===== config.mk =====
export PLATFORM = sky130hd
export DESIGN_NAME = div_sequencer_flat
export DESIGN_NICKNAME = d
export VERILOG_FILES = /design/src/rtl/muldiv_pkg.sv /design/src/rtl/div_sequencer_if.sv /design/src/rtl/div_step.sv /design/src/rtl/div_sequencer.sv /design/src/flat_wrapper.sv
export SDC_FILE = /design/constraint.sdc
export NUM_CORES = 1
export LEC_CHECK = 0
export CORE_AREA = 3 3 190 192
export DETAILED_ROUTE_END_ITERATION = 10
export DIE_AREA = 0 0 193 195
export GPL_TIMING_DRIVEN = 0
export HOLD_SLACK_MARGIN = 0.1
export REMOVE_ABC_BUFFERS = 1
export SYNTH_ARGS = -nofsm -noshare
export SYNTH_HDL_FRONTEND = slang
export SYNTH_SLANG_ARGS = --single-unit

===== constraint.sdc =====
create_clock -name clk_i -period 6.1 [get_ports clk_i]
set_input_delay 1.22 -clock clk_i [delete_from_list [all_inputs] [get_ports clk_i]]
set_output_delay 1.22 -clock clk_i [all_outputs]
set_load 0.005 [all_outputs]

===== src/rtl/muldiv_pkg.sv =====
`default_nettype none
// +----------------------------------------------------------------------+
// | muldiv_pkg : shared types and encodings for the RV32M divide group   |
// | Revision   : 1.0                                                     |
// +----------------------------------------------------------------------+
package muldiv_pkg;

    localparam int DIV_WIDTH = 32;

    typedef enum logic [2:0] {
        S_IDLE = 3'd0,
        S_PREP = 3'd1,
        S_ITER = 3'd2,
        S_FIX  = 3'd3,
        S_DONE = 3'd4
    } div_state_t;

    localparam logic [1:0] DIV_OP  = 2'b00;
    localparam logic [1:0] DIVU_OP = 2'b01;
    localparam logic [1:0] REM_OP  = 2'b10;
    localparam logic [1:0] REMU_OP = 2'b11;

    // Special-case results for the default width; the top re-derives them for its own WIDTH.
    localparam logic [DIV_WIDTH-1:0] DIV_MIN_INT  = {1'b1, {(DIV_WIDTH-1){1'b0}}};
    localparam logic [DIV_WIDTH-1:0] DIV_ALL_ONES = {DIV_WIDTH{1'b1}};

endpackage
`default_nettype wire


===== src/rtl/div_sequencer_if.sv =====
`default_nettype none
// +----------------------------------------------------------------------+
// | div_sequencer_if : request/result bundle between core and divider    |
// | Revision         : 1.0                                               |
// +----------------------------------------------------------------------+
interface div_sequencer_if #(
    parameter int WIDTH = 32
);
    logic             start_i;
    logic [2:0]       funct3_i;
    logic [WIDTH-1:0] a_i;
    logic [WIDTH-1:0] b_i;
    logic             flush_i;
    logic             busy_o;
    logic             done_o;
    logic [WIDTH-1:0] result_o;

    modport master (
        output start_i, funct3_i, a_i, b_i, flush_i,
        input  busy_o, done_o, result_o
    );

    modport slave (
        input  start_i, funct3_i, a_i, b_i, flush_i,
        output busy_o, done_o, result_o
    );
endinterface
`default_nettype wire


===== src/rtl/div_step.sv =====
`default_nettype none
// +----------------------------------------------------------------------+
// | div_step : one combinational radix-2 restoring division iteration    |
// | Revision : 1.0                                                       |
// +----------------------------------------------------------------------+
module div_step #(
    parameter int WIDTH = 32
) (
    input  logic [WIDTH:0]   rem,
    input  logic             dvd_msb,
    input  logic [WIDTH-1:0] dvs,
    output logic [WIDTH:0]   rem_next,
    output logic             q_bit
);
    logic [WIDTH:0]   w_shifted;
    logic [WIDTH+1:0] w_trial;
    logic             w_unused_rem_msb;

    // The partial remainder is always below the divisor, so its top bit never carries data.
    assign w_unused_rem_msb = rem[WIDTH];
    assign w_shifted        = {rem[WIDTH-1:0], dvd_msb};
    assign w_trial          = {1'b0, w_shifted} - {2'b00, dvs};
    assign q_bit            = ~w_trial[WIDTH+1];
    assign rem_next         = q_bit ? w_trial[WIDTH:0] : w_shifted;
endmodule
`default_nettype wire


===== src/rtl/div_sequencer.sv =====
`default_nettype none
// +----------------------------------------------------------------------+
// | div_sequencer : multi-cycle DIV/DIVU/REM/REMU sequencer              |
// | Revision      : 1.0                                                  |
// +----------------------------------------------------------------------+
module div_sequencer
    import muldiv_pkg::*;
#(
    parameter int WIDTH = DIV_WIDTH
) (
    input  wire logic        clk_i,
    input  wire logic        rst_i,
    div_sequencer_if.slave   bus
);
    localparam int               CNT_W      = $clog2(WIDTH);
    localparam logic [WIDTH-1:0] c_min_int  = {1'b1, {(WIDTH-1){1'b0}}};
    localparam logic [WIDTH-1:0] c_all_ones = {WIDTH{1'b1}};

    div_state_t       r_state;
    logic [1:0]       r_op;
    logic [WIDTH-1:0] r_a;
    logic [WIDTH-1:0] r_b;
    logic [WIDTH-1:0] r_dvd;
    logic [WIDTH-1:0] r_dvs;
    logic [WIDTH:0]   r_rem;
    logic [WIDTH-1:0] r_quo;
    logic [CNT_W-1:0] r_count;
    logic             r_neg_q;
    logic             r_neg_r;
    logic [WIDTH-1:0] r_result;
    logic             r_busy;
    logic             r_done;

    logic             w_unused_funct3;
    logic             w_div_zero;
    logic             w_overflow;
    logic             w_special;
    logic [WIDTH-1:0] w_special_result;
    logic             w_signed;
    logic [WIDTH-1:0] w_abs_a;
    logic [WIDTH-1:0] w_abs_b;
    logic [WIDTH:0]   w_rem_next;
    logic             w_q_bit;
    logic [WIDTH-1:0] w_quo_fix;
    logic [WIDTH-1:0] w_rem_fix;

    assign w_unused_funct3 = bus.funct3_i[2];

    // Special cases are judged on the raw request operands, before anything is latched.
    assign w_div_zero = (bus.b_i == '0);
    assign w_overflow = ~bus.funct3_i[0] & (bus.a_i == c_min_int) & (bus.b_i == c_all_ones);
    assign w_special  = w_div_zero | w_overflow;
    assign w_special_result = w_div_zero ? (bus.funct3_i[1] ? bus.a_i : c_all_ones)
                                         : (bus.funct3_i[1] ? '0      : c_min_int);

    assign w_signed  = (r_op == DIV_OP) || (r_op == REM_OP);
    assign w_abs_a   = (w_signed && r_a[WIDTH-1]) ? -r_a : r_a;
    assign w_abs_b   = (w_signed && r_b[WIDTH-1]) ? -r_b : r_b;
    assign w_quo_fix = r_neg_q ? -r_quo : r_quo;
    assign w_rem_fix = r_neg_r ? -r_rem[WIDTH-1:0] : r_rem[WIDTH-1:0];

    div_step #(.WIDTH(WIDTH)) u_step (
        .rem      (r_rem),
        .dvd_msb  (r_dvd[WIDTH-1]),
        .dvs      (r_dvs),
        .rem_next (w_rem_next),
        .q_bit    (w_q_bit)
    );

    always_ff @(posedge clk_i) begin
        if (rst_i) begin
            r_state  <= S_IDLE;
            r_op     <= '0;
            r_a      <= '0;
            r_b      <= '0;
            r_dvd    <= '0;
            r_dvs    <= '0;
            r_rem    <= '0;
            r_quo    <= '0;
            r_count  <= '0;
            r_neg_q  <= 1'b0;
            r_neg_r  <= 1'b0;
            r_result <= '0;
            r_busy   <= 1'b0;
            r_done   <= 1'b0;
        end else if (bus.flush_i) begin
            r_state <= S_IDLE;
            r_busy  <= 1'b0;
            r_done  <= 1'b0;
        end else begin
            unique case (r_state)
                S_IDLE, S_DONE: begin
                    r_busy <= 1'b0;
                    r_done <= 1'b0;
                    r_state <= S_IDLE;
                    if (bus.start_i) begin
                        r_op <= bus.funct3_i[1:0];
                        r_a  <= bus.a_i;
                        r_b  <= bus.b_i;
                        if (w_special) begin
                            r_state  <= S_DONE;
                            r_done   <= 1'b1;
                            r_result <= w_special_result;
                        end else begin
                            r_state <= S_PREP;
                            r_busy  <= 1'b1;
                        end
                    end
                end
                S_PREP: begin
                    r_dvd   <= w_abs_a;
                    r_dvs   <= w_abs_b;
                    r_rem   <= '0;
                    r_quo   <= '0;
                    r_count <= '0;
                    r_neg_q <= w_signed & (r_a[WIDTH-1] ^ r_b[WIDTH-1]);
                    r_neg_r <= w_signed & r_a[WIDTH-1];
                    r_state <= S_ITER;
                end
                S_ITER: begin
                    r_rem   <= w_rem_next;
                    r_dvd   <= {r_dvd[WIDTH-2:0], 1'b0};
                    r_quo   <= {r_quo[WIDTH-2:0], w_q_bit};
                    r_count <= r_count + 1'b1;
                    if (r_count == CNT_W'(WIDTH-1)) begin
                        r_state <= S_FIX;
                    end
                end
                S_FIX: begin
                    r_result <= r_op[1] ? w_rem_fix : w_quo_fix;
                    r_state  <= S_DONE;
                    r_busy   <= 1'b0;
                    r_done   <= 1'b1;
                end
                default: begin
                    r_state <= S_IDLE;
                    r_busy  <= 1'b0;
                    r_done  <= 1'b0;
                end
            endcase
        end
    end

    assign bus.busy_o   = r_busy;
    assign bus.done_o   = r_done;
    assign bus.result_o = r_result;
endmodule
`default_nettype wire


===== src/flat_wrapper.sv =====
// flat-port wrapper written by rule: the top's interface ports become plain ports
module div_sequencer_flat import muldiv_pkg::*;
#(
    parameter int WIDTH = DIV_WIDTH
)
  (clk_i, rst_i, bus_start_i, bus_funct3_i, bus_a_i, bus_b_i, bus_flush_i, bus_busy_o, bus_done_o, bus_result_o);
  div_sequencer_if #(.WIDTH(WIDTH)) bus_i ();
  input  wire logic clk_i;
  input  wire logic rst_i;
  input wire logic [$bits(bus_i.start_i)-1:0] bus_start_i;
  input wire logic [$bits(bus_i.funct3_i)-1:0] bus_funct3_i;
  input wire logic [$bits(bus_i.a_i)-1:0] bus_a_i;
  input wire logic [$bits(bus_i.b_i)-1:0] bus_b_i;
  input wire logic [$bits(bus_i.flush_i)-1:0] bus_flush_i;
  output wire logic [$bits(bus_i.busy_o)-1:0] bus_busy_o;
  output wire logic [$bits(bus_i.done_o)-1:0] bus_done_o;
  output wire logic [$bits(bus_i.result_o)-1:0] bus_result_o;
  assign bus_i.start_i = bus_start_i;
  assign bus_i.funct3_i = bus_funct3_i;
  assign bus_i.a_i = bus_a_i;
  assign bus_i.b_i = bus_b_i;
  assign bus_i.flush_i = bus_flush_i;
  assign bus_busy_o = bus_i.busy_o;
  assign bus_done_o = bus_i.done_o;
  assign bus_result_o = bus_i.result_o;
  div_sequencer #(.WIDTH(WIDTH)) u_core (.clk_i(clk_i), .rst_i(rst_i), .bus(bus_i));
endmodule

# == Word level (Yosys, flattened, before mapping) ==
# Cells that the tools add are included.
# classes
add_sub_neg,6
n_eq_ne,11
mux,26
n_bitwise,9
n_reduce_logical,15
# op_table
operator,n
2-to-1 mux 32 bit,11
case mux 32 bit (2 select lines),4
negation 32 bit,4
"equality test 32 bit, second input constant",2
subtractor 33 x 32 -> 34 bit,1
zero test 32 bit,1
case mux 3 bit (4 select lines),1
case mux 5 bit (2 select lines),1
2-to-1 mux 3 bit,3
"equality test 3 x 2 -> 1 bit, second input constant",2
OR reduction 2 bit,3
"adder 5 x 1 -> 5 bit, second input constant",1
"equality test 5 bit, second input constant",1
AND 1 bit,4
2-to-1 mux 1 bit,4
"!= test 2 x 1 -> 1 bit, second input constant",2
AND reduction 2 bit,2
AND reduction 4 bit,1
nonzero test 2 bit,2
"equality test 3 x 1 -> 1 bit, second input constant",1
"equality test 3 bit, second input constant",1
zero test 3 bit,1
NOT 1 bit,3
case mux 1 bit (3 select lines),1
other kinds (9),10
# totals
register_bits,238
inputBits,71
out_inout_bits,34
word_cells,81

# == Logic depth before layout (Yosys ltp) ==
# Gate-level depths: netlist of the first run.
# depth
depth_word,7
ltp_mapped,12

# == By module ==
# From an unflattened synthesis of the first run, not the netlist that was laid out.
# unflattened
hier_cells,1822
area_unflattened_um2,13924.6
# by_module_without_submodules
module,n_inst,cells_per_inst,area_per_inst_um2,seq_area_each_um2
div_sequencer,1,1460,11657.4,4784.6
div_step,1,362,2267.2,0.0

# == Worst setup path after synthesis of the first run ==
# No wires, ideal clock.
# synth_timing
path_kind,input port to flip-flop
start,in bus_a_i[26]
end,"reg u_core.r_result[21], in the netlist u_core.bus.result_o[21]"
setup_ns,0.124
arrival_ns,3.265
required_ns,5.976
slack_ns,2.711
cell_stages,9
cell_sequence,or4b_1 > or4_1 > nor3_1 > a31o_2 > o21a_1 > nor2_1 > clkbuf_1 > nand2_1 > o21ai_0
# synth_between
elab_chain_len,6
# synth_rtl
item,line,rtl
from (decl),flat_wrapper.sv:12,input wire logic [$bits(bus_i.a_i)-1:0] bus_a_i;
equality test 32 bit,div_sequencer.sv:51,assign w_overflow = ~bus.funct3_i[0] & (bus.a_i == c_min_int) & (bus.b_i == c_all_ones);
AND 1 bit (2 in series),div_sequencer.sv:51,
bitwise OR 1 bit,div_sequencer.sv:52,assign w_special = w_div_zero | w_overflow;
!= test 2 x 1 -> 1 bit (no line),--,
AND reduction 4 bit (no line),--,
to (signal assigned),div_sequencer.sv:103,r_result <= w_special_result;
to (signal assigned),div_sequencer.sv:130,r_result <= r_op[1] ? w_rem_fix : w_quo_fix;
to (decl),div_sequencer.sv:30,logic [WIDTH-1:0] r_result;
# No other way between the ends.
# A chain may end at the register's enable or synchronous reset.

# == Worst setup path in the final report of the first run ==
# layout_timing
start,in bus_b_i[0]
end,"reg u_core.r_result[11], in the netlist u_core.bus.result_o[11]"
# layout_between
elab_chain_len,5
elab_cells_between_ends,10
classes_between,2 x eq/ne; 4 x mux; 2 x bitwise; 2 x reduce/logical
# layout_rtl
item,line,rtl
from (decl),flat_wrapper.sv:13,input wire logic [$bits(bus_i.b_i)-1:0] bus_b_i;
equality test 32 bit / zero test 32 bit (equally long branches),"div_sequencer.sv:51, div_sequencer.sv:50",
AND 1 bit / 2-to-1 mux 32 bit (equally long branches),"div_sequencer.sv:51, div_sequencer.sv:53",
bitwise OR 1 bit / 2-to-1 mux 32 bit (equally long branches),"div_sequencer.sv:52, div_sequencer.sv:100",
!= test 2 x 1 -> 1 bit (no line) / 2-to-1 mux 32 bit (equally long branches),--,
AND reduction 4 bit (no line) / case mux 32 bit (2 select lines) (equally long branches),--,
# Several ways; a longest one is shown, not always the timed one. The select of a mux whose other input is x is not followed.

==> results of run 1 <==
==> synth_stat cells, types with 7 or more instances <==
library cell and number:
nor3_1 39, a222oi_1 25, nor2b_1 10, o31ai_1 25, nand4b_1 7, nor4_1 31, nand2_1 254, o21ai_0 102
a21o_1 9, o211ai_1 13, clkbuf_1 104, ha_1 38, o22ai_1 13, nand4_1 20, a21oi_1 163, nand3_1 17
nor2_1 175, a211oi_1 28, or4_1 18, o41ai_1 9, xor2_1 62, a31oi_1 16, a22oi_1 40, a32oi_1 12
nand2b_1 24, xnor2_1 69, dfxtp_1 238, mux2i_1 21, a311oi_1 8, or3_1 12, o221ai_1 7, inv_1 55
a221oi_1 8
==> power groups by stage <==
| stage | combinational, mW | sequential (mW) | clock, mW |
|---|---|---|---|
| after floorplan | 0.387 | 1.65 | 0 |
| after global placement | 0.593 | 1.66 | 0 |
| after detailed placement | 0.618 | 1.66 | 0 |
| after CTS | 0.620 | 1.63 | 1.74 |
| after global routing | 0.686 | 1.63 | 1.80 |
| final | 0.626 | 1.63 | 1.71 |
==> worst max path at each step <==
stage / from / to / slack [ps] / depth (start not counted)
2_1_floorplan: bus_flush_i / u_core.r_dvd[22] / -2290 / 3
3_3_place_gp: bus_flush_i / u_core.r_dvd[22] / -7450 / 4
3_5_place_dp: bus_flush_i / u_core.r_rem[28] / 940 / 6
4_1_cts: bus_flush_i / u_core.r_rem[26] / 1500 / 6
5_1_grt: bus_b_i[0] / u_core.bus.result_o[11] / 1470 / 8
6_report: bus_b_i[0] / u_core.bus.result_o[11] / 1550 / 8
==> cell type report <==
cell class | count | area [um^2] | share of cell area [%]
well taps | 455 | 569 | 3.55
clock inverters | 16 | 193 | 1.20
inverters | 55 | 206 | 1.29
flip-flops and latches | 238 | 4760 | 29.7
clock buffers | 32 | 734 | 4.57
repair buffers | 117 | 1260 | 7.84
multi-input cells | 1360 | 8330 | 51.9
==> cells by family after synthesis <==
kind of cell,after synthesis,share of synthesized area [%]
mux,22,1.61
simple gates,651,22.2
buf+inv,171,4.89
compound gates,517,24.6
xor+xnor,131,8.36
flops,238,34.7
fa+ha+maj,39,3.61
==> registers in the layout (all words and copies together), names as in the netlist, 2 cells and up <==
signal	cells
u_core.bus.result_o	32
u_core.r_a	32
u_core.r_b	32
u_core.r_count	5
u_core.r_dvd	32
u_core.r_dvs	32
u_core.r_op	2
u_core.r_quo	32
u_core.r_rem	32
u_core.r_state	3
==> per-layer routing <==
metal	GRT usage, %	vias to the layer above	wire length (um)
li1	-	6475	-
met1	33.9	6332	20600
met2	36.3	418	19900
met3	2.94	42	2960
met4	4.02	0	696
met5	0	-	0
==> tightest hold or removal path, stage by stage, from the launching register on <==
cell	delay, ps
dfxtp_1	310
nand2_1	50
a21oi_1	50
==> stage by stage <==
step	cell area [um^2]	setup TNS, ps	setup slack, ps	utilization (%)
2_1_floorplan	13300	-108810	-2290	-
3_3_place_gp	14900	-738330	-7450	43.0
3_5_place_dp	15100	0	942	43.8
4_1_cts	16100	0	1500	46.5
5_1_grt	16100	0	1470	46.5
6_report	16100	0	1550	46.5
==> impl_metrics.yaml, run 1 <==
clocking:
  cts_hold_buf: 0
  post_cts_buffers: 0
  clkSlewWorstSetupHoldPaths_ps: 60
  clock-sinks: 238
  cts_resized: 0
  clkLatencyLatePin_ps: 560
  cts_inserted_buffers: 27
  clockRootBuffer: "clkbuf_16"
  cts_max_level: 1
  cts_buffer_depth: 3
  cts_tree: "built"
timing:
  min_period_ps: 4550
  tightest_slew_ps: 1220
  period_share_pct: 74.7
  rsz0062_at_grt: "no"
  timing.hold.ws_ps: 451
  maxSlewViolCount: 0
  max_freq_mhz: 220
  final_hold_viol_count: 0
  slew_headroom_pct: 18.5
  finalSetupViolCount: 0
  fin_skew_ps: 30.3
setup_path:
  cp_max_fo: 24
  rr_endpoint: "u_core.r_rem[26]"
  cp_slowest_cell: "o21a_1"
  critPathMaxStageDelay_ps: 800
  crit_required_ps: 6550
  r2r-start: "u_core.r_state[1]"
  crit_chain: "clkdlybuf4s50_1, or4b_1, or4_1, nor3_1, a31o_2, o21a_1, nor2_2, a22o_1"
  arrival_ps: 5000
  critical-path-top-delay-family: "simple AND/OR/NAND/NOR gates"
  crit_type: "in2reg"
  r2r_slack_ps: 2530
  path_buf_inv: 1
  cp-start-kind: "input pin"
  cp-end-kind: "register"
  reg2regPathDepth: 6
pwr:
  intPower_mw: 2.87
  combPwrFrac_pct: 15.8
  pwr_density_cell_nw_per_um2: 247
  switching_power_mw: 1.09
  p_sw_share_pct: 27.6
  p_clk_share_pct: 43.1
  p_total_mw: 3.96
  power.leakage_nw: 5.89
  ir_drop_v: 0.000191
  p_seq_share_pct: 41.1
global_route:
  grt_max_degree: 106
  grt_pass1_wl_mm: 69.7
  grt_pass1_vias: 12400
  grt_antenna_before_repair: 2
  grtUsageTotal_pct: 23.0
  grt_overflow: 0
worst_hold_path:
  hp-start: "u_core.r_dvs[24]"
  hold_end: "u_core.r_dvs[24]"
  hold-path-cell-count: 2
  hold_path.class: "reg2reg"
route:
  drtIter0Drc: 1258
  wl_mm: 44.2
  wire_per_inst_um: 19.4
  dr.pass1.iters: 6
  vias: 13300
  drc: 0
  final_antenna_net_count: 0
  viasPerCell: 5.84
finish:
  n_fill_cell: 3511
  n_antenna_cell: 0
  layout_common_cells: "254 x nand2_1, 238 x dfxtp_1, 172 x nor2_1, 163 x a21oi_1"
  layout-drive-gt1-share_pct: 5.28
  final_common_cell: "nand2_1"
  syn2layout_area_growth_pct: 17.0
  layout.cells.non_filler: 2273
  finalNetCount: 1909
die:
  rows: 68
  core-area_um2: 34500
  ioPinCount: 105
  fp.dieArea_um2: 37600
  start_util_pct: 39.7
  die_h_um: 195
  die_x_um: 193
synth:
  synthArstFlopShare_pct: 0
  netlist_instances: 1769
  yosys_warnings: 0
  yosys.cell_types.count: 81
  synth_seq_area_share_pct: 34.7
  yosysTopAreaCell: "dfxtp_1"
  synth-main-ff-cell: "dfxtp_1"
  ys_ff_latch: 238
  syn_area_per_cell_um2: 7.76
  synth_top_cell_area_share_pct: 34.7
  netlist_area_um2: 13700
  synth_area_leaders: "dfxtp_1 35%, nand2_1 6.9%, a21oi_1 5.9%"
  synth-edff-count: 0
placed_design:
  place_inst: 2225
  place_hpwl_mm: 32.5
  portBuffers: 103
  gp_congestion: 0.911
outcome:
  status: "complete, no violations"
run:
  maxCapViolCount: 0
Note: power is estimated with default switching activity, not from simulation.
==> inputs of run 2 (changes only) <==
clock period = 4.75 ns   (was 6.1 ns; I/O delays follow)
==> results of run 2 <==
The final DEF is identical to that of run 1. Status: complete, no violations.
Main changes from that run: setup slack after placement 942 ps -> -138 ps; setup slack after layout 1550 ps -> 466 ps; register-to-register setup slack 2530 ps -> 1180 ps; total power 3.96 mW -> 5.09 mW; worst IR drop on VDD 0.000191 V -> 0.000246 V
==> inputs of run 3 (changes only) <==
SLEW_MARGIN = 5   (was unset)
==> run 3 against run 2 <==
Net effect: cell area grew 0.69%; clock power grew 9.1%; sequential power is essentially flat; hold slack is essentially flat; flip-flop and latch count is the same; clock skew shrank 8.3 ps.
==> impl_metrics.yaml, run 3 (synthesis results as in run 1) <==
finish:
  layout.cells.non_filler: 2277
  final_common_cell: "nand2_1"
  layout-drive-gt1-share_pct: 5.49
  utilization_pct: 46.8
  finish.instance_area_um2: 16200
  syn2layout_area_growth_pct: 17.8
  n_antenna_cell: 0
  layout_common_cells: "254 x nand2_1, 238 x dfxtp_1, 172 x nor2_1, 163 x a21oi_1"
  finalNetCount: 1910
global_route:
  grt_max_degree: 140
  grt_pass1_vias: 12400
  grtUsageTotal_pct: 23.2
  grt_pass1_wl_mm: 70.0
  grt_antenna_before_repair: 2
  grt_overflow: 0
clocking:
  cts_inserted_buffers: 28
  cts_buffer_depth: 3
  clkSlewWorstSetupHoldPaths_ps: 60
  cts_hold_buf: 0
  clockRootBuffer: "clkbuf_16"
  clkLatencyLatePin_ps: 560
  cts_tree: "built"
  clock-sinks: 238
  cts_resized: 0
  post_cts_buffers: 0
  cts_max_level: 1
timing:
  rsz0062_at_grt: "no"
  timing.hold.ws_ps: 451
  fin_skew_ps: 22.0
  finalSetupViolCount: 0
  min_period_ps: 4310
  maxSlewViolCount: 0
  tightest_slew_ps: 1220
  max_freq_mhz: 232
  slew_headroom_pct: 18.5
  final_hold_viol_count: 0
  period_share_pct: 90.7
pwr:
  power.leakage_nw: 5.95
  ir_drop_v: 0.000302
  pwr_density_cell_nw_per_um2: 327
die:
  rows: 68
  die_x_um: 193
  ioPinCount: 105
  core-area_um2: 34500
  die_h_um: 195
  fp.dieArea_um2: 37600
  start_util_pct: 39.7
placed_design:
  dpl_cell_area_um2: 15100
  place_inst: 2225
  gp_congestion: 0.911
  place_hpwl_mm: 32.5
  portBuffers: 103
route:
  final_antenna_net_count: 0
  dr.pass1.iters: 8
  wl_mm: 44.6
  vias: 13300
  drtIter0Drc: 1284
  viasPerCell: 5.83
  drc: 0
  wire_per_inst_um: 19.6
setup_path:
  cp-end-kind: "register"
  crit_type: "in2reg"
  cp_max_fo: 24
  arrival_ps: 4760
  reg2regPathDepth: 6
  cp-start-kind: "input pin"
  crit_required_ps: 5200
worst_hold_path:
  hold-path-cell-count: 2
  hold_path.class: "reg2reg"
outcome:
  status: "complete, no violations"
run:
  maxCapViolCount: 0
## run 3: cell types whose count changed in the layout (fill, tap and decap cells not counted), sizes merged
cell	change
bufinv	+2
clkinvlp	-1
clkinv	+2
inv	-1
clkbuf	+2
## run 3: final cells by class
cell class | count | area, um^2
Inverter | 55 | 206
Clock buffer | 34 | 773
Multi-Input combinational cell | 1360 | 8330
Sequential cell | 238 | 4760
Fill cell | 3470 | 18400
Clock inverter | 18 | 262
Timing Repair Buffer | 117 | 1260
Tap cell | 455 | 569
## run 3: metal layers
metal / global-route usage (%) / vias up / part of all wire (%)
met5: 0 / - / 0
met2: 36.1 / 438 / 45
met4: 4.96 / 0 / 2.2
li1: - / 6452 / -
met1: 34.1 / 6316 / 46
met3: 3.27 / 62 / 7.0
## run 3: worst max-delay path, stage by stage
cell and delay, ps:
clkdlybuf4s50_1 700, or4b_1 510, or4_1 550, nor3_1 250, a31o_2 220, o21a_1 790
nor2_2 430, a22o_1 340
## run 3: stage by stage
stage | TNS (ps) | worst slack [ps] | total power [mW]
after detailed placement | -218 | -72.7 | 2.93
after global placement | -995370 | -8530 | 2.89
after CTS | 0 | 503 | 5.32
final | 0 | 440 | 5.29
after global routing | 0 | 357 | 5.49
after floorplan | -177930 | -3370 | 2.61
## run 3: final timing paths
check	start	to	slack [ps]
hold / removal	u_core.r_dvs[18]	u_core.r_dvs[18]	450
setup / recovery	bus_b_i[0]	u_core.bus.result_o[11]	440
hold reg to reg	u_core.r_dvs[18]	u_core.r_dvs[18]	450
setup reg to reg	u_core.r_state[1]	u_core.r_rem[20]	1160
## run 3: power by group
group | internal (mW) | switching (mW)
combinational | 0.329 | 0.479
clock | 1.48 | 0.910
sequential | 2.04 | 0.0518
